--- src/rtl/nav_sequencer.sv ---
// Closed-loop rover navigation sequencer: probe move, orientation, path moves, re-check.
// Optional NAV_WATCHDOG_EN adds a 2^28-cycle timeout on sense and helper wait states.
module nav_sequencer #(
  parameter int LOC_R_W = 8,
  parameter int LOC_T_W = 4,
  parameter int ORIENT_W = 5,
  parameter int SETTLE_CYCLES = 27000000,
  parameter int IR_HOLD_CYCLES = 5000000,
  parameter int MOVE_UNIT_CYCLES = 27000000,
  parameter logic [LOC_T_W+LOC_R_W-1:0] PROBE_CMD = 12'h00A,
  parameter int MAX_ITER = 4
) (
  input  logic                         clock,
  input  logic                         reset,
  input  logic                         run_program,
  input  logic                         abort,
  input  logic [LOC_T_W+LOC_R_W-1:0]   target_location,
  input  logic [LOC_T_W+LOC_R_W-1:0]   rover_location,
  input  logic                         ultrasound_done,
  output logic                         run_ultrasound,
  output logic                         orient_enable,
  input  logic                         orient_done,
  output logic [LOC_T_W+LOC_R_W-1:0]   orient_loc_a,
  output logic [LOC_T_W+LOC_R_W-1:0]   orient_loc_b,
  input  logic [ORIENT_W-1:0]          orient_result,
  output logic                         path_enable,
  input  logic                         path_done,
  input  logic [LOC_T_W+LOC_R_W-1:0]   path_cmd,
  output logic                         eq_enable,
  input  logic                         eq_done,
  input  logic                         eq_equal,
  output logic [LOC_T_W+LOC_R_W-1:0]   move_command,
  output logic                         transmit_ir,
  output logic [ORIENT_W-1:0]          orientation,
  output logic [ORIENT_W-1:0]          needed_orientation,
  output logic                         busy,
  output logic                         reached_target,
  output logic                         failed,
  output logic [3:0]                   iteration,
  output logic [4:0]                   state
);
  localparam int LOC_W = LOC_T_W + LOC_R_W;
  localparam int UNIT_W = LOC_R_W + 1;
  localparam logic [31:0] SETTLE_LAST = 32'(SETTLE_CYCLES - 1);
  localparam logic [31:0] IR_LAST = 32'(IR_HOLD_CYCLES - 1);
  localparam logic [31:0] UNIT_LAST = 32'(MOVE_UNIT_CYCLES - 1);
  localparam logic [3:0] ITER_LIMIT = 4'(MAX_ITER);

  typedef enum logic [4:0] {
    S_IDLE, S_SENSE1, S_SETTLE1, S_PROBE_TX, S_PROBE_MOVE, S_SENSE2, S_SETTLE2,
    S_ORIENT, S_AIM, S_PATH, S_MOVE_TX, S_MOVE_WAIT, S_SENSE3, S_SETTLE3, S_CHECK
  } state_t;

  state_t state_reg, state_next;
  logic [31:0] cnt_reg, cnt_next;
  logic [UNIT_W-1:0] unit_reg, unit_next;
  logic [LOC_W-1:0] target_reg, target_next, loc_a_reg, loc_a_next, loc_b_reg, loc_b_next;
  logic [LOC_W-1:0] cmd_reg, cmd_next;
  logic [ORIENT_W-1:0] orient_reg, orient_next, needed_reg, needed_next;
  logic [3:0] iter_reg, iter_next;
  logic tx_reg, tx_next, reached_reg, reached_next, failed_reg, failed_next;
  logic run_us_reg, run_us_next, orient_en_reg, orient_en_next;
  logic path_en_reg, path_en_next, eq_en_reg, eq_en_next;
  logic wdog_expired, wdog_fail;

`ifdef NAV_WATCHDOG_EN
  localparam logic [31:0] WDOG_LAST = 32'((1 << 28) - 1);
  assign wdog_expired = (cnt_reg == WDOG_LAST);
`else
  assign wdog_expired = 1'b0;
`endif

  // A zero command still moves for one unit.
  function automatic logic [UNIT_W-1:0] move_units(input logic [LOC_W-1:0] cmd);
    return UNIT_W'(cmd[LOC_R_W-1:0]) + UNIT_W'(cmd[LOC_W-1:LOC_R_W]) + UNIT_W'(1);
  endfunction

  always_ff @(posedge clock) begin
    if (reset) begin
      state_reg <= S_IDLE;      cnt_reg <= '0;        unit_reg <= '0;
      target_reg <= '0;         loc_a_reg <= '0;      loc_b_reg <= '0;
      cmd_reg <= '0;            tx_reg <= 1'b0;       orient_reg <= '0;
      needed_reg <= '0;         reached_reg <= 1'b0;  failed_reg <= 1'b0;
      iter_reg <= '0;           run_us_reg <= 1'b0;   orient_en_reg <= 1'b0;
      path_en_reg <= 1'b0;      eq_en_reg <= 1'b0;
    end else begin
      state_reg <= state_next;  cnt_reg <= cnt_next;  unit_reg <= unit_next;
      target_reg <= target_next; loc_a_reg <= loc_a_next; loc_b_reg <= loc_b_next;
      cmd_reg <= cmd_next;      tx_reg <= tx_next;    orient_reg <= orient_next;
      needed_reg <= needed_next; reached_reg <= reached_next; failed_reg <= failed_next;
      iter_reg <= iter_next;    run_us_reg <= run_us_next; orient_en_reg <= orient_en_next;
      path_en_reg <= path_en_next; eq_en_reg <= eq_en_next;
    end
  end

  always_comb begin
    state_next = state_reg;     cnt_next = cnt_reg + 32'd1; unit_next = unit_reg;
    target_next = target_reg;   loc_a_next = loc_a_reg;   loc_b_next = loc_b_reg;
    cmd_next = cmd_reg;         tx_next = tx_reg;         orient_next = orient_reg;
    needed_next = needed_reg;   reached_next = reached_reg; failed_next = failed_reg;
    iter_next = iter_reg;       run_us_next = 1'b0;       orient_en_next = 1'b0;
    path_en_next = 1'b0;        eq_en_next = 1'b0;        wdog_fail = 1'b0;
    if (abort) begin
      state_next = S_IDLE;
      tx_next = 1'b0;
    end else begin
      case (state_reg)
        S_IDLE: if (run_program) begin
          target_next = target_location;
          reached_next = 1'b0;
          failed_next = 1'b0;
          iter_next = '0;
          run_us_next = 1'b1;
          state_next = S_SENSE1;
        end
        S_SENSE1, S_SENSE2, S_SENSE3: begin
          if (ultrasound_done)
            state_next = (state_reg == S_SENSE1) ? S_SETTLE1 :
                         (state_reg == S_SENSE2) ? S_SETTLE2 : S_SETTLE3;
          else if (wdog_expired) wdog_fail = 1'b1;
        end
        S_SETTLE1: if (cnt_reg == SETTLE_LAST) begin
          loc_a_next = rover_location;
          cmd_next = PROBE_CMD;
          tx_next = 1'b1;
          state_next = S_PROBE_TX;
        end
        S_SETTLE2: if (cnt_reg == SETTLE_LAST) begin
          loc_b_next = rover_location;
          orient_en_next = 1'b1;
          state_next = S_ORIENT;
        end
        S_SETTLE3: if (cnt_reg == SETTLE_LAST) begin
          eq_en_next = 1'b1;
          state_next = S_CHECK;
        end
        S_PROBE_TX, S_MOVE_TX: if (cnt_reg == IR_LAST) begin
          tx_next = 1'b0;
          unit_next = move_units(cmd_reg);
          state_next = (state_reg == S_PROBE_TX) ? S_PROBE_MOVE : S_MOVE_WAIT;
        end
        // Inner counter spans one unit; outer count walks down the units.
        S_PROBE_MOVE, S_MOVE_WAIT: if (cnt_reg == UNIT_LAST) begin
          cnt_next = '0;
          if (unit_reg == UNIT_W'(1)) begin
            run_us_next = 1'b1;
            if (state_reg == S_MOVE_WAIT) begin
              iter_next = iter_reg + 4'd1;
              state_next = S_SENSE3;
            end else begin
              state_next = S_SENSE2;
            end
          end else begin
            unit_next = unit_reg - UNIT_W'(1);
          end
        end
        S_ORIENT: begin
          if (orient_done) begin
            orient_next = orient_result;
            loc_a_next = loc_b_reg;
            loc_b_next = target_reg;
            orient_en_next = 1'b1;
            state_next = S_AIM;
          end else if (wdog_expired) wdog_fail = 1'b1;
        end
        S_AIM: begin
          if (orient_done) begin
            needed_next = orient_result;
            path_en_next = 1'b1;
            state_next = S_PATH;
          end else if (wdog_expired) wdog_fail = 1'b1;
        end
        S_PATH: begin
          if (path_done) begin
            cmd_next = path_cmd;
            tx_next = 1'b1;
            state_next = S_MOVE_TX;
          end else if (wdog_expired) wdog_fail = 1'b1;
        end
        S_CHECK: begin
          if (eq_done) begin
            if (eq_equal) begin
              reached_next = 1'b1;
              state_next = S_IDLE;
            end else if (iter_reg == ITER_LIMIT) begin
              failed_next = 1'b1;
              state_next = S_IDLE;
            end else begin
              // Assume the previous aim was achieved and re-aim from the new position.
              orient_next = needed_reg;
              loc_a_next = rover_location;
              loc_b_next = target_reg;
              orient_en_next = 1'b1;
              state_next = S_AIM;
            end
          end else if (wdog_expired) wdog_fail = 1'b1;
        end
        default: state_next = S_IDLE;
      endcase
      if (wdog_fail) begin
        failed_next = 1'b1;
        tx_next = 1'b0;
        state_next = S_IDLE;
      end
    end
    if (state_next != state_reg) cnt_next = '0;
  end

  assign run_ultrasound = run_us_reg;
  assign orient_enable = orient_en_reg;
  assign orient_loc_a = loc_a_reg;
  assign orient_loc_b = loc_b_reg;
  assign path_enable = path_en_reg;
  assign eq_enable = eq_en_reg;
  assign move_command = cmd_reg;
  assign transmit_ir = tx_reg;
  assign orientation = orient_reg;
  assign needed_orientation = needed_reg;
  assign busy = (state_reg != S_IDLE);
  assign reached_target = reached_reg;
  assign failed = failed_reg;
  assign iteration = iter_reg;
  assign state = state_reg;
endmodule

--- config.mk ---
export PLATFORM = sky130hd
export DESIGN_NAME = nav_sequencer
export DESIGN_NICKNAME = d
export VERILOG_FILES = /design/src/rtl/nav_sequencer.sv
export SDC_FILE = /design/constraint.sdc
export NUM_CORES = 1
export LEC_CHECK = 0
export BUFFER_PORTS_ARGS = -buffer_cell sky130_fd_sc_hd__buf_2
export CORE_MARGIN = 2
export CORE_UTILIZATION = 51
export DETAILED_ROUTE_END_ITERATION = 16
export GPL_ROUTABILITY_DRIVEN = 0
export HOLD_SLACK_MARGIN = 0.03
export PLACE_DENSITY_LB_ADDON = 0.1
export SYNTH_ARGS = -nofsm -noshare
export SYNTH_HDL_FRONTEND = slang
export SYNTH_SLANG_ARGS = --single-unit
--- constraint.sdc ---
create_clock -name clock -period 2.6 [get_ports clock]
set_clock_uncertainty 0.2 [all_clocks]
set_input_delay 0 -clock clock [delete_from_list [all_inputs] [get_ports clock]]
set_output_delay 0 -clock clock [all_outputs]
set_load 0.005 [all_outputs]
==> results of run 1 <==
==> where the power goes <==
part	switching, mW	leakage [nW]	internal, mW	total (mW)
combinational	0.154	2.49	0.136	0.290
sequential	0.00747	0.929	1.77	1.78
clock	0.880	0.273	1.33	2.21
total	1.04	3.69	3.24	4.28
==> metal layers <==
layer  vias up  part of all wire [%]  wire [µm]  track usage (%)
li1       3277                     -          -                -
met4         0                   3.3        784             13.7
met2       465                    48      11600             53.4
met1      3492                    39       9360             39.6
met5         -                     0          0                0
met3        94                   9.0       2160             8.63
==> cells in the mapped netlist, drive strengths merged (6+ instances only) <==
| master | count |
|---|---|
| nor3 | 15 |
| o21ai | 20 |
| dfxtp | 115 |
| and4 | 7 |
| nand2 | 35 |
| xnor2 | 19 |
| clkbuf | 32 |
| inv | 26 |
| or4b | 7 |
| o31ai | 6 |
| buf | 24 |
| nor2 | 86 |
| xor2 | 19 |
| mux2i | 50 |
| nand3 | 34 |
| nor4 | 43 |
| ha | 9 |
| nand2b | 16 |
| a211oi | 32 |
| nand4 | 32 |
| a21oi | 33 |
| a31oi | 7 |
==> final cells by class <==
| cell class | instances | area (µm²) |
|---|---|---|
| multi-input cells | 564 | 4170 |
| fillers | 773 | 2690 |
| flip-flops and latches | 115 | 2310 |
| repair buffers | 271 | 2080 |
| clock buffers | 19 | 443 |
| well taps | 168 | 210 |
| clock inverters | 13 | 110 |
| inverters | 26 | 97.6 |
==> stage by stage <==
stage / cell area, µm² / TNS, ns / total power, mW
after floorplan: 6380 / -0.137 / 1.92
after global placement: 7680 / -1.39 / 2.02
after detailed placement: 7680 / -4.58 / 2.02
after CTS: 8880 / -3.74 / 4.26
after global routing: 9420 / -14.41 / 4.37
final: 9420 / -9.90 / 4.28
==> worst max-delay path, cell delays in order (launching register included) <==
cell                       delay (ns)
sky130_fd_sc_hd__dfxtp_2         0.33
sky130_fd_sc_hd__buf_4           0.12
sky130_fd_sc_hd__or4b_1          0.48
sky130_fd_sc_hd__nor4_2          0.32
sky130_fd_sc_hd__a21boi_1        0.14
sky130_fd_sc_hd__o31ai_1         0.30
sky130_fd_sc_hd__buf_4           0.19
sky130_fd_sc_hd__o31ai_4         0.07
sky130_fd_sc_hd__buf_4           0.14
sky130_fd_sc_hd__buf_12          0.14
sky130_fd_sc_hd__nor4_1          0.32
==> cell families (layout without fill, tap and decap cells) <==
| family | Yosys count | after routing | share of synthesized area, % |
|---|---|---|---|
| XOR/XNOR | 38 | 38 | 5.22 |
| AO/OA/AOI/OAI | 137 | 137 | 14.6 |
| other | 1 | 1 | 0.0588 |
| AND/OR/NAND/NOR | 325 | 325 | 28.4 |
| adder cells (fa/ha/maj) | 10 | 10 | 2.08 |
| multiplexers | 51 | 53 | 8.08 |
| flip-flops | 115 | 115 | 36.1 |
| buffers and inverters | 82 | 329 | 5.45 |
==> what timing repair did <==
item	in CTS	in global routing
pin swaps	19	25
hold endpoints to repair	73	0
setup endpoints to repair	52	87
cloned	4	6
gates resized for setup	25	76
buffers inserted	3	10
hold buffers	49	0
==> worst max-delay path by stage <==
stage / to / cells past startpoint / slack [ns] / from
final: cnt_reg[13] / 10 / -0.27 / cnt_reg[22]
after global routing: cnt_reg[22] / 10 / -0.33 / cnt_reg[22]
after CTS: cnt_reg[8] / 9 / -0.13 / cnt_reg[24]
after detailed placement: cnt_reg[13] / 8 / -0.16 / cnt_reg[22]
after global placement: iteration[3] / 8 / -0.07 / unit_reg[1]
after floorplan: cnt_reg[0] / 9 / -0.009 / unit_reg[1]
==> flow_summary.rst, run 1 <==
.. list-table::
   :header-rows: 1

   * - Metric
     - Value
   * - Pre-CTS setup slack
     - -0.157 ns
   * - Number of warnings printed during yosys synthesis
     - 0
   * - Average via count per standard cell
     - 6.23
   * - Min-delay worst type
     - input port to flop
   * - Final Slew Violations
     - 0
   * - Max Fclk
     - 349 MHz
   * - Startpoint types
     - flop
   * - Share of flip-flops with an asynchronous set or reset
     - 0%
   * - Worst ir drop on vdd
     - 0.378 mV
   * - Final core area utilization
     - 77.8%
   * - Slack of the critical path
     - -0.268 ns
   * - DIE HEIGHT
     - 116 µm
   * - Number of enable-type register cells in the synthesized netlist
     - 0
   * - Result of the run
     - complete, but fails checks
   * - Worst slew slack as a fraction of its limit
     - 44.8%
   * - FF-to-FF Start
     - cnt_reg[22]
   * - Number of design-rule violations left by the first detailed-router iteration
     - 729
   * - Mean area per synthesized cell
     - 8.40 µm²
   * - Mean routed wirelength per cell
     - 20.3 µm
   * - Unique cell type count in the Yosys netlist
     - 72
   * - Die X
     - 116 µm
   * - Sum of net half-perimeters after detailed placement
     - 13400 µm
   * - Post-synth top area share
     - 36.1%
   * - Maximum number of pins on one net before global-route repair
     - 71
   * - Number of cells on the worst reg-to-reg path
     - 10
   * - Endpoint, Worst Hold
     - cnt_reg[22]
   * - Largest cells by area after synthesis
     - sky130_fd_sc_hd__dfxtp_1 (36%), sky130_fd_sc_hd__mux2i_1 (7.8%), sky130_fd_sc_hd__nor2_1 (5.1%), sky130_fd_sc_hd__nor4_1 (4.0%), sky130_fd_sc_hd__a211oi_1 (3.8%)
   * - Endpoint type of the worst setup path
     - flop
   * - Post-synth net total
     - 819
   * - Top cell type by total area after synthesis
     - sky130_fd_sc_hd__dfxtp_1
   * - Netlist Area Pre-Place
     - 6380 µm²
   * - CTS H-tree depth
     - 4
   * - Placeable core area
     - 12100 µm²
   * - Global-route wire length before repair
     - 34300 µm
   * - TritonCTS clock tree
     - built
   * - Via count of the first global-routing pass
     - 6968
   * - I/O pins
     - 113
   * - Cell leakage power
     - 3.69 nW
   * - Ratio of final minimum period to clock period
     - 110%
   * - Post-layout minimum cycle time
     - 2.87 ns
   * - Crit Path Max Fanout
     - 16
   * - Inserted Diodes
     - 0
   * - Register-to-register path setup slack
     - -0.27 ns
   * - Most used cells in the layout excluding fill and tap cells
     - sky130_fd_sc_hd__dfxtp_1 (112), sky130_fd_sc_hd__buf_2 (112), sky130_fd_sc_hd__buf_4 (87), sky130_fd_sc_hd__nor2_1 (79), sky130_fd_sc_hd__mux2i_1 (50)
   * - Top FF cell, synth
     - sky130_fd_sc_hd__dfxtp_1
   * - Number of sinks on the clock net
     - 115
   * - Synthesis-to-finish area growth
     - 47.6%
   * - Wire length reported by the detailed router
     - 23900 µm
   * - Min Hold Slack
     - 0.114 ns
   * - Die area
     - 13400 µm²
   * - Critical Path RT
     - 2.72 ns
   * - Number of nets in the finished design
     - 1055
   * - Total vias in the final route
     - 7328
   * - Final setup violation count
     - 62
   * - P per Cell Area
     - 455 nW/µm²
   * - Final instance count without filler cells
     - 1176
   * - Hold Path Cell Cnt
     - 6
   * - Number of port buffers
     - 112
   * - MaxCap Viol Count
     - 0
   * - Number of design rule violations left after detail routing
     - 0
   * - Unrepaired setup endpoints after global routing
     - true
   * - Final Hold Vio Count
     - 0
   * - Clock Root Buffer
     - sky130_fd_sc_hd__clkbuf_16
   * - Initial antenna violation count
     - 0
   * - Proportion of layout cells with a drive suffix above 1
     - 34.0%
   * - Clock edge transition at the registers on the reported setup and hold paths
     - 0.06 ns
   * - Sequential share of the synthesized area
     - 36.1%
   * - Routed Antenna Nets
     - 0
   * - Flip-flop and latch count after synthesis
     - 115
   * - Initial Utilization
     - 52.7%
   * - Inst Count DP
     - 1072
   * - Worst flop-to-flop path endpoint
     - cnt_reg[13]
   * - CTS buffer count
     - 17
   * - Crit path kind
     - flop to flop
   * - Violations in the final reports
     - setup timing
   * - Overall overflow remaining after global route
     - 0
   * - Cell row count
     - 40
   * - CTS max path bufs
     - 2
   * - Hold path start
     - reset
   * - Transition time of the tightest slew-check pin
     - 0.828 ns
   * - Source-to-sink clock delay at the later pin of the worst-skew pair
     - 0.43 ns
   * - Gr usage total
     - 32.2%
   * - Number of iterations in the first detailed-routing pass
     - 6
   * - Largest register FFs
     - 32
   * - Arr. time, crit path
     - 2.98 ns
   * - Number of standard cells after synthesis
     - 759
No activity file was read; power rests on OpenSTA's default activity.
==> inputs of run 2 (changes only) <==
--- a/config.mk
+++ b/config.mk
@@ -7,7 +7,7 @@
 export LEC_CHECK = 0
 export BUFFER_PORTS_ARGS = -buffer_cell sky130_fd_sc_hd__buf_2
 export CORE_MARGIN = 2
-export CORE_UTILIZATION = 51
+export CORE_UTILIZATION = 53
 export DETAILED_ROUTE_END_ITERATION = 16
 export GPL_ROUTABILITY_DRIVEN = 0
 export HOLD_SLACK_MARGIN = 0.03
==> constraint.sdc (replaced) <==
create_clock -name clock -period 2.8 [get_ports clock]
set_clock_uncertainty 0.2 [all_clocks]
set_input_delay 0 -clock clock [delete_from_list [all_inputs] [get_ports clock]]
set_output_delay 0 -clock clock [all_outputs]
set_load 0.005 [all_outputs]
==> run 2 against run 1 <==
Compared with the run above: the run now ends clean; largest cell class unchanged; wire length fell by 16%; setup slack improved by 0.37 ns; largest power group unchanged; critical path depth decreased by 3; critical path type unchanged; via count shrank 8.4%; power shrank 1.1%; sequential share of layout area rose by 2.1 points; clock power up 6%; die area fell by 3.6%; highest routed layer unchanged; register-to-register slack improved by 0.37 ns; sequential cell count stayed put; non-clock buffer count is 62 lower; combinational power decreased by 15%.
==> flow_summary.rst, run 2 (synthesis gave the netlist of run 1 again) <==
.. list-table::
   :header-rows: 1

   * - Metric
     - Value
   * - Result of the run
     - finished, final reports clean
   * - MaxCap Viol Count
     - 0
   * - Cell leakage power
     - 3.36 nW
   * - Sum of net half-perimeters after detailed placement
     - 12700 µm
   * - Register-to-register path setup slack
     - 0.10 ns
   * - Clock edge transition at the registers on the reported setup and hold paths
     - 0.06 ns
   * - Source-to-sink clock delay at the later pin of the worst-skew pair
     - 0.42 ns
   * - CTS buffer count
     - 17
   * - Mean routed wirelength per cell
     - 18.4 µm
   * - Clock Root Buffer
     - sky130_fd_sc_hd__clkbuf_16
   * - Maximum number of pins on one net before global-route repair
     - 71
   * - Final total power
     - 4.24 mW
   * - Average via count per standard cell
     - 6.15
   * - Number of sinks on the clock net
     - 115
   * - DIE HEIGHT
     - 114 µm
   * - Most used cells in the layout excluding fill and tap cells
     - sky130_fd_sc_hd__dfxtp_1 (113), sky130_fd_sc_hd__buf_2 (112), sky130_fd_sc_hd__nor2_1 (84), sky130_fd_sc_hd__mux2i_1 (50), sky130_fd_sc_hd__dlygate4sd3_1 (49)
   * - Cell row count
     - 40
   * - Number of iterations in the first detailed-routing pass
     - 5
   * - Critical Path RT
     - 2.91 ns
   * - Min Hold Slack
     - 0.0742 ns
   * - Pre-CTS setup slack
     - -0.0405 ns
   * - I/O pins
     - 113
   * - Die X
     - 114 µm
   * - Inserted Diodes
     - 0
   * - TritonCTS clock tree
     - built
   * - Placeable core area
     - 11900 µm²
   * - Max Fclk
     - 371 MHz
   * - Wire length reported by the detailed router
     - 20100 µm
   * - Total vias in the final route
     - 6715
   * - Final setup violation count
     - 0
   * - Endpoint type of the worst setup path
     - flop
   * - Ratio of final minimum period to clock period
     - 96.3%
   * - Number of design rule violations left after detail routing
     - 0
   * - Combinational cell fraction of total power
     - 5.8%
   * - Hold path start
     - reset
   * - Initial Utilization
     - 53.8%
   * - Overall overflow remaining after global route
     - 0
   * - Final core area utilization
     - 73.0%
   * - Worst slew slack as a fraction of its limit
     - 51.8%
   * - Sequential fraction of design power
     - 39.1%
   * - Number of design-rule violations left by the first detailed-router iteration
     - 606
   * - Clock power share
     - 55.1%
   * - Worst ir drop on vdd
     - 0.393 mV
   * - Proportion of layout cells with a drive suffix above 1
     - 25.6%
   * - Number of port buffers
     - 112
   * - Filler cells
     - 838
   * - Crit Path Max Fanout
     - 32
   * - Routed Antenna Nets
     - 0
   * - Cell-internal power
     - 3.33 mW
   * - Via count of the first global-routing pass
     - 6489
   * - Footprint of the multi-input gates
     - 3950 µm²
   * - Startpoint types
     - flop
   * - Net switching power of the design
     - 0.909 mW
   * - Unrepaired setup endpoints after global routing
     - true
   * - FF-to-FF Start
     - state[0]
   * - Global-route wire length before repair
     - 32300 µm
   * - Switching share of power
     - 21.5%
   * - Die area
     - 12900 µm²
   * - Initial antenna violation count
     - 0
   * - Post-layout minimum cycle time
     - 2.70 ns
   * - P per Cell Area
     - 489 nW/µm²
   * - Min-delay worst type
     - input port to flop
   * - Gr usage total
     - 31.1%
   * - Sequential standard cell area
     - 2300 µm²
   * - Arr. time, crit path
     - 2.81 ns
   * - Crit path kind
     - flop to flop
   * - Number of nets in the finished design
     - 992
   * - Final Hold Vio Count
     - 0
   * - Worst setup path startpoint
     - state[0]
   * - Final Slew Violations
     - 0
   * - Most frequent standard cell in the layout excluding fill and tap cells
     - sky130_fd_sc_hd__dfxtp_1
   * - CTS H-tree depth
     - 4
   * - CTS max path bufs
     - 2
   * - Largest register FFs
     - 32
   * - Transition time of the tightest slew-check pin
     - 0.723 ns
   * - Slack of the critical path
     - 0.104 ns
   * - Synthesis-to-finish area growth
     - 35.8%
-- run 2: cell types whose count changed in the layout (fill, tap and decap cells not counted), sizes merged --
cell      before  now
buf          219  160
clkinv         8    2
clkbuf        22   25
bufinv         1    3
clkinvlp       2    1
inv           28   27
mux2           3    2
-- run 2: per-layer routing --
layer  vias up  GRT usage [%]  part of all wire [%]  wire [µm]
met5         -              0                     0          0
met4         0           12.9                   2.4        486
met3        57           7.55                   7.8       1570
met2       350           49.8                    47       9500
met1      3144           40.3                    42       8520
li1       3164              -                     -          -
-- run 2: area by class of cell --
type / instances / share of cell area, %
Sequential cell: 115 / 26.6
Clock inverter: 7 / 1.34
Tap cell: 147 / 2.12
Inverter: 26 / 1.13
Clock buffer: 25 / 6.06
Timing Repair Buffer: 209 / 17.2
Multi-Input combinational cell: 563 / 45.6
-- run 2: metrics by stage --
step | area [µm²] | std cells | TNS, ns
2_1_floorplan | 6380 | 759 | 0
3_3_place_gp | 7320 | 1008 | 0
3_5_place_dp | 7320 | 1008 | -0.0530
4_1_cts | 8480 | 1090 | 0
5_1_grt | 8660 | 1092 | -0.0135
6_report | 8660 | 1092 | 0
-- run 2: path summary, 6_finish.rpt --
kind / end / cells after the start
setup / recovery: cnt_reg[8] / 7
hold / removal: target_reg[8] / 3
setup reg to reg: cnt_reg[8] / 7
hold reg to reg: move_command[0] / 2
-- run 2: repair_timing --
item                                   in CTS  in global routing
endpoints found under the hold margin      75                  0
setup endpoints to repair                  27                 58
gates cloned                                0                  1
buffers inserted                            1                  1
hold buffers                               49                  0
resized for setup                           4                 31
pin swaps                                   2                  2
-- run 2: worst max-delay path, cell delays in order (launching register included) --
cell	delay (ns)
sky130_fd_sc_hd__dfxtp_2	0.37
sky130_fd_sc_hd__or4b_2	0.67
sky130_fd_sc_hd__a211o_1	0.31
sky130_fd_sc_hd__o2111ai_1	0.20
sky130_fd_sc_hd__a211o_1	0.24
sky130_fd_sc_hd__o31ai_4	0.08
sky130_fd_sc_hd__buf_12	0.19
sky130_fd_sc_hd__nor4_1	0.32
-- run 2: power groups by stage --
stage | combinational [mW] | clock (mW) | sequential [mW]
after floorplan | 0.0974 | 0 | 1.69
after global routing | 0.265 | 2.42 | 1.65
after detailed placement | 0.181 | 0 | 1.69
after global placement | 0.175 | 0 | 1.69
after CTS | 0.233 | 2.34 | 1.65
final | 0.247 | 2.34 | 1.65
==> inputs of run 3 (changes only) <==
--- a/config.mk
+++ b/config.mk
@@ -6,8 +6,10 @@
 export NUM_CORES = 1
 export LEC_CHECK = 0
 export BUFFER_PORTS_ARGS = -buffer_cell sky130_fd_sc_hd__buf_2
+export CELL_PAD_IN_SITES_DETAIL_PLACEMENT = 1
+export CELL_PAD_IN_SITES_GLOBAL_PLACEMENT = 1
 export CORE_MARGIN = 2
-export CORE_UTILIZATION = 53
+export CORE_UTILIZATION = 42
 export DETAILED_ROUTE_END_ITERATION = 16
 export GPL_ROUTABILITY_DRIVEN = 0
 export HOLD_SLACK_MARGIN = 0.03
==> run 3 against run 2 <==
Compared with the run above: the run now ends with setup timing left; sequential share of layout area down 0.84 points; final cell count up 6.3%; fmax down 5.9%; setup slack worse by 0.17 ns; critical path type unchanged; critical endpoint is now cnt_reg[13].
==> flow_summary.rst, run 3 (synthesis gave the netlist of run 1 again) <==
.. list-table::
   :header-rows: 1

   * - Metric
     - Value
   * - Result of the run
     - complete, but fails checks
   * - Violations in the final reports
     - setup timing
   * - TritonCTS clock tree
     - built
   * - DIE HEIGHT
     - 127 µm
   * - Gr usage total
     - 30.4%
   * - Cell row count
     - 45
   * - Via count of the first global-routing pass
     - 7291
   * - Cell-internal power
     - 3.11 mW
   * - Cell leakage power
     - 3.51 nW
   * - Sum of net half-perimeters after detailed placement
     - 15100 µm
   * - Number of design rule violations left after detail routing
     - 0
   * - Pre-CTS setup slack
     - -0.131 ns
   * - Sequential fraction of design power
     - 40.0%
   * - Maximum number of pins on one net before global-route repair
     - 37
   * - CTS H-tree depth
     - 4
   * - Number of nets in the finished design
     - 1020
   * - Clock Root Buffer
     - sky130_fd_sc_hd__clkbuf_16
   * - CP peak stage delay
     - 0.69 ns
   * - Final Slew Violations
     - 0
   * - Startpoint types
     - flop
   * - Switching share of power
     - 24.7%
   * - Worst ir drop on vdd
     - 0.371 mV
   * - MaxCap Viol Count
     - 0
   * - Combinational cell fraction of total power
     - 6.4%
   * - Clock power share
     - 53.6%
   * - Average via count per standard cell
     - 6.04
   * - Net switching power of the design
     - 1.02 mW
   * - Wire length reported by the detailed router
     - 25800 µm
   * - Min-delay worst type
     - input port to flop
   * - Critical Path RT
     - 2.90 ns
   * - CTS max path bufs
     - 2
   * - Chain of cells forming the critical path
     - or4b_2 > nor4_2 > a21boi_2 > buf_4 > nor3b_1 > mux2_4 > nor4_1
   * - Initial antenna violation count
     - 0
   * - Routed Antenna Nets
     - 0
   * - Final Hold Vio Count
     - 0
   * - Initial Utilization
     - 42.4%
   * - Largest register FFs
     - 32
   * - Mean routed wirelength per cell
     - 22.2 µm
   * - Crit path kind
     - flop to flop
   * - Clock edge transition at the registers on the reported setup and hold paths
     - 0.07 ns
   * - Final setup violation count
     - 26
   * - Arr. time, crit path
     - 2.97 ns
   * - Number of iterations in the first detailed-routing pass
     - 5
   * - Synthesis-to-finish area growth
     - 40.4%
   * - Placeable core area
     - 15000 µm²
   * - Post-layout minimum cycle time
     - 2.87 ns
   * - Max Fclk
     - 349 MHz
   * - Number of design-rule violations left by the first detailed-router iteration
     - 479
   * - Source-to-sink clock delay at the later pin of the worst-skew pair
     - 0.42 ns
   * - Slack of the critical path
     - -0.0656 ns
   * - Final core area utilization
     - 59.6%
   * - Global-route wire length before repair
     - 39200 µm
   * - Inserted Diodes
     - 0
   * - Most frequent standard cell in the layout excluding fill and tap cells
     - sky130_fd_sc_hd__buf_2
   * - Most used cells in the layout excluding fill and tap cells
     - sky130_fd_sc_hd__buf_2 (112), sky130_fd_sc_hd__dfxtp_1 (111), sky130_fd_sc_hd__nor2_1 (84), sky130_fd_sc_hd__buf_4 (60), sky130_fd_sc_hd__dlygate4sd3_1 (54)
   * - I/O pins
     - 113
   * - Ratio of final minimum period to clock period
     - 102%
   * - Total vias in the final route
     - 7011
   * - Die area
     - 16200 µm²
   * - Cell with the largest stage delay on the worst path
     - sky130_fd_sc_hd__or4b_2
   * - Worst slew slack as a fraction of its limit
     - 57.9%
   * - CTS buffer count
     - 17
   * - Proportion of layout cells with a drive suffix above 1
     - 28.4%
   * - P per Cell Area
     - 461 nW/µm²
   * - Crit Path Max Fanout
     - 9
   * - Transition time of the tightest slew-check pin
     - 0.625 ns
   * - Endpoint type of the worst setup path
     - flop
   * - Die X
     - 127 µm
   * - Number of port buffers
     - 112
   * - Overall overflow remaining after global route
     - 0
   * - Unrepaired setup endpoints after global routing
     - true
   * - Number of sinks on the clock net
     - 115
run 3: per-stage QoR:
step | instances | TNS (ns) | hold WS, ns | power [mW] | instance area, µm²
finish | 1161 | -0.817 | 0.148 | 4.13 | 8960
global placement | 1065 | 0 | 0.0365 | 1.87 | 7480
CTS | 1154 | -0.00474 | 0.154 | 4.11 | 8710
detailed placement | 1065 | -1.47 | 0.0484 | 1.88 | 7480
floorplan | 759 | 0 | -0.0741 | 1.78 | 6380
global route | 1161 | -3.89 | 0.185 | 4.22 | 8960
run 3: per-layer routing:
layer  wire length [µm]  global-route usage [%]
met4                645                    10.0
met2              12800                    52.4
met5                  0                       0
met1              10600                    37.4
met3               1780                    7.50
run 3: layout make-up:
class	instances	area, µm²
clock buffer	18	439
clock inverter	14	153
fill	1752	6080
inverter	26	97.6
multi-input combinational	563	3980
sequential	115	2310
tap	188	235
timing repair buffer	237	1750
run 3: final timing paths:
kind	startpoint	to	slack [ns]	cells after the start
setup / recovery	cnt_reg[13]	cnt_reg[13]	-0.07	7
hold / removal	target_location[6]	target_reg[6]	0.15	4
setup reg to reg	cnt_reg[13]	cnt_reg[13]	-0.07	7
hold reg to reg	orient_loc_a[8]	orient_loc_a[8]	0.30	2
run 3: repair_timing:
| item | in CTS | in global routing |
|---|---|---|
| hold buffers | 54 | 0 |
| pin swaps | 0 | 5 |
| setup buffers | 3 | 3 |
| hold endpoints to repair | 75 | 0 |
| gates resized for setup | 14 | 37 |
| gates cloned | 0 | 4 |
| endpoints found under the setup margin | 56 | 65 |
run 3: power by group through the flow:
stage | sequential (mW) | combinational, mW | clock [mW]
floorplan | 1.69 | 0.0974 | 0
global placement | 1.69 | 0.185 | 0
detailed placement | 1.69 | 0.190 | 0
CTS | 1.65 | 0.246 | 2.21
global route | 1.66 | 0.281 | 2.29
finish | 1.65 | 0.264 | 2.21
run 3: critical path, delay by kind of cell, from the launching register on:
kind,cells,cell delay (ns)
DFF,1,0.31
muxes,1,0.38
buffers and inverters,1,0.17
and+or+nand+nor,4,1.54
AOI/OAI and AO/OA,1,0.15
